--- config.mk ---
export PLATFORM = sky130hd
export DESIGN_NAME = conv2_k_mac_unit
export DESIGN_NICKNAME = d
export VERILOG_FILES = /design/src/rtl/conv2_k_mac_unit.sv
export SDC_FILE = /design/constraint.sdc
export NUM_CORES = 2
export LEC_CHECK = 0
export BUFFER_PORTS_ARGS = -buffer_cell sky130_fd_sc_hd__clkbuf_2
export CAP_MARGIN = 0
export CORE_MARGIN = 5
export CORE_UTILIZATION = 45
export CTS_CLUSTER_DIAMETER = 200
export DETAILED_ROUTE_END_ITERATION = 8
export GPL_ROUTABILITY_DRIVEN = 0
export GPL_TIMING_DRIVEN = 1
export HOLD_SLACK_MARGIN = 0.08
export PLACE_DENSITY = 0.61
export SLEW_MARGIN = 5
export SYNTH_ARGS = -nofsm -noshare
export SYNTH_HDL_FRONTEND = slang
export SYNTH_SLANG_ARGS = --single-unit
--- constraint.sdc ---
create_clock -name clock -period 7.2 [get_ports clock]
set_input_delay 1.44 -clock clock [delete_from_list [all_inputs] [get_ports clock]]
set_output_delay 1.44 -clock clock [all_outputs]
set_load 0.02 [all_outputs]
--- src/rtl/conv2_k_mac_unit.sv ---
// conv2 kernel MAC: streams weight/activation pairs from dual-port memories and accumulates one Q8.8 output pixel.
// Optional build macro CONV2_RELU_EN fuses a ReLU after saturation.
module conv2_k_mac_unit #(
  parameter int N_TAPS    = 256,
  parameter int ADDR_W    = 8,
  parameter int DATA_W    = 16,
  parameter int FRAC_BITS = 8,
  parameter int ACC_W     = 40
) (
  input  logic              clock,
  input  logic              reset,
  input  logic              start,
  input  logic [DATA_W-1:0] bias,
  output logic              busy,
  output logic [ADDR_W-1:0] k_addr_a,
  output logic [ADDR_W-1:0] k_addr_b,
  input  logic [DATA_W-1:0] k_q_a,
  input  logic [DATA_W-1:0] k_q_b,
  output logic [ADDR_W-1:0] act_addr_a,
  output logic [ADDR_W-1:0] act_addr_b,
  input  logic [DATA_W-1:0] act_q_a,
  input  logic [DATA_W-1:0] act_q_b,
  output logic [DATA_W-1:0] out_data,
  output logic              out_valid,
  input  logic              out_ready
);

  localparam int PROD_W = 2 * DATA_W;
  localparam logic [ADDR_W-1:0] LAST_PAIR = ADDR_W'(N_TAPS / 2 - 1);
  localparam logic [DATA_W-1:0] SAT_MAX = {1'b0, {(DATA_W-1){1'b1}}};
  localparam logic [DATA_W-1:0] SAT_MIN = {1'b1, {(DATA_W-1){1'b0}}};

  typedef enum logic [1:0] {IDLE, FETCH, DRAIN, OUT} state_t;

  state_t                    state, state_d;
  logic [ADDR_W-1:0]         pair;
  logic [1:0]                drain_cnt;
  logic                      rom_vld, s1_vld, s2_vld;
  logic signed [DATA_W-1:0]  s1_ka, s1_kb, s1_aa, s1_ab;
  logic signed [PROD_W-1:0]  s2_pa, s2_pb;
  logic signed [ACC_W-1:0]   acc, acc_next, shifted;
  logic [DATA_W-1:0]         result;
  logic                      accept;
  logic                      to_out;

  assign accept     = (state == IDLE) && start;
  assign to_out     = (state == DRAIN) && (drain_cnt == 2'd2);
  assign busy       = (state != IDLE);
  assign out_valid  = (state == OUT);
  assign act_addr_a = k_addr_a;
  assign act_addr_b = k_addr_b;

  // NOTE: every always_comb output gets a default first so no path can infer a latch.
  always_comb begin
    state_d = state;
    case (state)
      IDLE:    if (start) state_d = FETCH;
      FETCH:   if (pair == LAST_PAIR) state_d = DRAIN;
      DRAIN:   if (drain_cnt == 2'd2) state_d = OUT;
      OUT:     if (out_ready) state_d = IDLE;
      default: state_d = IDLE;
    endcase
  end

  // NOTE: sequential state uses non-blocking assignments; reset here is synchronous, checked inside the clocked block.
  always_ff @(posedge clock) begin
    if (reset) state <= IDLE;
    else       state <= state_d;
  end

  // Only a valid stage-2 product pair may move the accumulator.
  always_comb begin
    acc_next = acc;
    if (s2_vld)
      acc_next = acc + {{(ACC_W-PROD_W){s2_pa[PROD_W-1]}}, s2_pa}
                     + {{(ACC_W-PROD_W){s2_pb[PROD_W-1]}}, s2_pb};
  end

  always_comb begin
    shifted = acc_next >>> FRAC_BITS;
    if (&shifted[ACC_W-1:DATA_W-1] || ~|shifted[ACC_W-1:DATA_W-1])
      result = shifted[DATA_W-1:0];
    else
      result = shifted[ACC_W-1] ? SAT_MIN : SAT_MAX;
`ifdef CONV2_RELU_EN
    if (result[DATA_W-1]) result = '0;
`endif
  end

  always_ff @(posedge clock) begin
    if (reset) begin
      pair      <= '0;
      drain_cnt <= '0;
      k_addr_a  <= '0;
      k_addr_b  <= '0;
      rom_vld   <= 1'b0;
      s1_vld    <= 1'b0;
      s2_vld    <= 1'b0;
      s1_ka     <= '0;
      s1_kb     <= '0;
      s1_aa     <= '0;
      s1_ab     <= '0;
      s2_pa     <= '0;
      s2_pb     <= '0;
      acc       <= '0;
      out_data  <= '0;
    end else begin
      // Memory data lands one cycle after its address; the valid bits track it through the pipe.
      rom_vld <= (state == FETCH);
      s1_vld  <= rom_vld;
      s2_vld  <= s1_vld;
      s1_ka   <= k_q_a;
      s1_kb   <= k_q_b;
      s1_aa   <= act_q_a;
      s1_ab   <= act_q_b;
      s2_pa   <= s1_ka * s1_aa;
      s2_pb   <= s1_kb * s1_ab;

      if (accept) begin
        acc      <= {{(ACC_W-DATA_W-FRAC_BITS){bias[DATA_W-1]}}, bias, {FRAC_BITS{1'b0}}};
        pair     <= '0;
        k_addr_a <= '0;
        k_addr_b <= ADDR_W'(1);
      end else begin
        acc <= acc_next;
      end

      if (state == FETCH && pair != LAST_PAIR) begin
        pair     <= pair + ADDR_W'(1);
        k_addr_a <= k_addr_a + ADDR_W'(2);
        k_addr_b <= k_addr_b + ADDR_W'(2);
      end

      if (state == DRAIN) drain_cnt <= drain_cnt + 2'd1;
      else                drain_cnt <= '0;

      if (to_out) out_data <= result;
    end
  end

endmodule

==> results.txt <==
Ys flop type -> dfxtp_1
Critical path required time -> 7.67 ns
Detail Placement HPWL -> 58.2 mm
Seq/Total Area, Yosys -> 14.4%
Peak VDD IR -> 0.183 mV
Highest Clock Rate -> 146 MHz
CP top delay family -> adder cells
Port bufs -> 131
Root buffer cell -> clkbuf_16
Most common cell after layout, fill and taps aside -> inv_1
DR vias/cell -> 5.11
Vias in the first global route -> 22600
Yosys reg bits -> 214
Synthesis warning total -> 0
Row cnt -> 94
Global-route wire length before repair -> 118 mm
Final cycle utilization of the critical path -> 94.8%
Final Max Slew Viols -> 0
Gr usage total -> 20.4%
CTS buffer count -> 27
Tightest Pin Transition -> 1.10 ns
Post-synth cell types -> 80
H-tree lvl count -> 1
MaxCap Viol Count -> 0
Crit path arrival time -> 7.30 ns
Initial Util -> 45.3%
Clock Latency Late Sink -> 0.61 ns
Tmin final -> 6.83 ns
Pwr/cell area -> 254 mW/mm^2
CTS Sinks -> 214
Critical Path Sink Type -> flop
Cells after Synth -> 3259
DRC Markers -> 0
Initial DRC Count -> 1369
Commonest cells after routing, fill and taps aside -> 612 x inv_1, 564 x fa_1, 335 x nand2_1
Dpl cell area -> 0.0313 mm^2
Total number of vias -> 21600
Ant. Diodes -> 0
Number of flops mapped to enable cells by yosys -> 0
Initial antenna violation count -> 0
Area grow syn2layout -> 8.37%
Mapped Avg Cell Area -> 9.14 um^2
Routed Antenna Nets -> 0
Layout cells sized above 1 -> 8.07%
Layout net count -> 4197
Crit path largest cell delay -> 0.58 ns
Clock-pin slew on the worst setup and hold paths -> 0.07 ns
Hold Crit Class -> flop to flop
TNS Setup -> 0 ns
Cell mode on critical path -> fa_1
Critical-path maximum fanout -> 10
Crit path launch type -> flop
# setup viols final -> 0
Finished Cell Area -> 0.0323 mm^2
Synth Cell Area -> 0.0298 mm^2
Core ar. -> 0.0657 mm^2
Fillers -> 6275
DRT Wirelength -> 70.4 mm
Largest net degree at the start of global routing -> 90
Worst Skew -> 0.0491 ns
FFs w/ async S/R, synth -> 0%
Die Ht -> 267 um
Slew HR -> 26.9%
Status -> complete, no violations
CP cell instances -> buf_4 -> nand2_1 -> fa_1 -> inv_1 -> fa_1 -> fa_1 -> fa_1 -> fa_1 -> inv_1 -> fa_1 -> inv_1 -> ha_1 -> a21o_1 -> a221oi_1 -> o21bai_1 -> a21oi_1 -> o21ai_0 -> nor3_1 -> a211oi_1 -> o21ai_0 -> a21boi_0 -> nor4bb_1 -> or4_1
Final hold vios -> 0
Crit Path Class -> flop to flop
# IOs -> 134
Wire length per cell -> 16.7 um
CTS max path bufs -> 3
Slowest stage cell, crit path -> fa_1
DIE AREA -> 0.0714 mm^2
Cts hold-fix bufs -> 0
Die W -> 267 um
Power, Total -> 8.20 mW
Total gr overflow -> 0
Place WS -> 0.198 ns
Detailed Routing Iterations Pass 1 -> 5
CTS tree -> yes
Final worst slack -> 0.373 ns
Buf/Inv on CP -> 4
Leakage power -> 15.9 nW
[through the flow]
step | hold WS [ns] | utilization (%) | std cells
floorplan | 0.392 | - | 3260
global placement | 0.403 | 47.7 | 4172
detailed placement | 0.406 | 47.7 | 4172
CTS | 0.415 | 49.1 | 4221
global route | 0.448 | 49.1 | 4221
finish | 0.412 | 49.1 | 4221
[worst register-to-register path, delay by kind of cell, from the launching register on]
family	cells	cell delay, ns
adder cells (fa/ha/maj)	7	3.34
AO/OA/AOI/OAI	8	1.65
AND/OR/NAND/NOR	4	0.90
flip-flops	1	0.47
buffers and inverters	4	0.34
[final cells by class]
type | count | area [um^2] | area share (%)
clock buffers | 32 | 714 | 2.21
multi-input cells | 2294 | 22600 | 70.0
repair buffers | 188 | 1090 | 3.38
clock inverters | 17 | 199 | 0.617
well taps | 864 | 1080 | 3.35
flip-flops and latches | 214 | 4300 | 13.3
inverters | 612 | 2300 | 7.12
[per-layer routing]
| metal | share of wire (%) | GRT usage, % | vias up |
|---|---|---|---|
| li1 | - | - | 10200 |
| met1 | 46 | 29.4 | 10800 |
| met2 | 47 | 33.7 | 455 |
| met3 | 5.0 | 2.46 | 87 |
| met4 | 1.8 | 3.67 | 0 |
| met5 | 0 | 0 | - |
[cell families after synthesis]
family	count (synthesis)	synth area share, %
other	1	0.0126
AND/OR/NAND/NOR	1031	17.0
flip-flops	214	14.4
multiplexers	24	0.815
adder cells (fa/ha/maj)	776	46.8
buffers and inverters	752	9.78
AO/OA/AOI/OAI	360	8.21
XOR/XNOR	101	2.97
[synth_stat cells, drive strengths merged, types with 3 or more instances]
library cell	count	area share (%)
a211oi	37	0.95
a21boi	4	0.10
a21o	37	0.93
a21oi	100	1.7
a221oi	3	0.088
a31oi	8	0.22
a32o	15	0.50
and2	237	5.0
and3	11	0.23
and4	3	0.088
buf	39	0.79
clkbuf	101	1.3
dfxtp	214	14
fa	564	38
ha	212	8.9
inv	612	7.7
mux2i	22	0.74
nand2	335	4.2
nand2b	24	0.53
nand3	31	0.52
nand4	25	0.53
nor2	201	2.5
nor2b	82	1.7
nor3	45	0.76
nor3b	4	0.10
nor4	7	0.15
o2111ai	3	0.088
o211ai	11	0.29
o21a	18	0.45
o21ai	66	1.1
o21bai	20	0.50
o31a	4	0.12
o31ai	5	0.14
o41ai	3	0.088
or2	7	0.15
or3	8	0.17
or4	3	0.076
xnor2	60	1.8
xor2	41	1.2
[report_power, final]
| part | total, mW | internal [mW] | switching [mW] |
|---|---|---|---|
| combinational | 5.11 | 2.05 | 3.06 |
| sequential | 1.67 | 1.40 | 0.271 |
| clock | 1.41 | 0.799 | 0.614 |
| total | 8.20 | 4.25 | 3.95 |
[worst paths after layout]
check | start | end | slack, ns | cells after the start
max | s1_ka[6] | s2_pa[30] | 0.37 | 23
min | drain_cnt[0] | drain_cnt[0] | 0.41 | 1
max reg2reg | s1_ka[6] | s2_pa[30] | 0.37 | 23
min reg2reg | drain_cnt[0] | drain_cnt[0] | 0.41 | 1
[flip-flops by register name, summed over array words and instances, names as in the netlist, 16 cells and up]
register / cells
s1_ka: 16
s2_pb: 32
s2_pa: 32
s1_kb: 16
s1_aa: 16
acc: 40
out_data: 16
s1_ab: 16
[what timing repair did]
item                       4_1_cts  5_1_grt
resized for setup                0       14
setup endpoints to repair        0        1
buffers inserted                 0        0
Note: power is estimated with default switching activity, not from simulation.
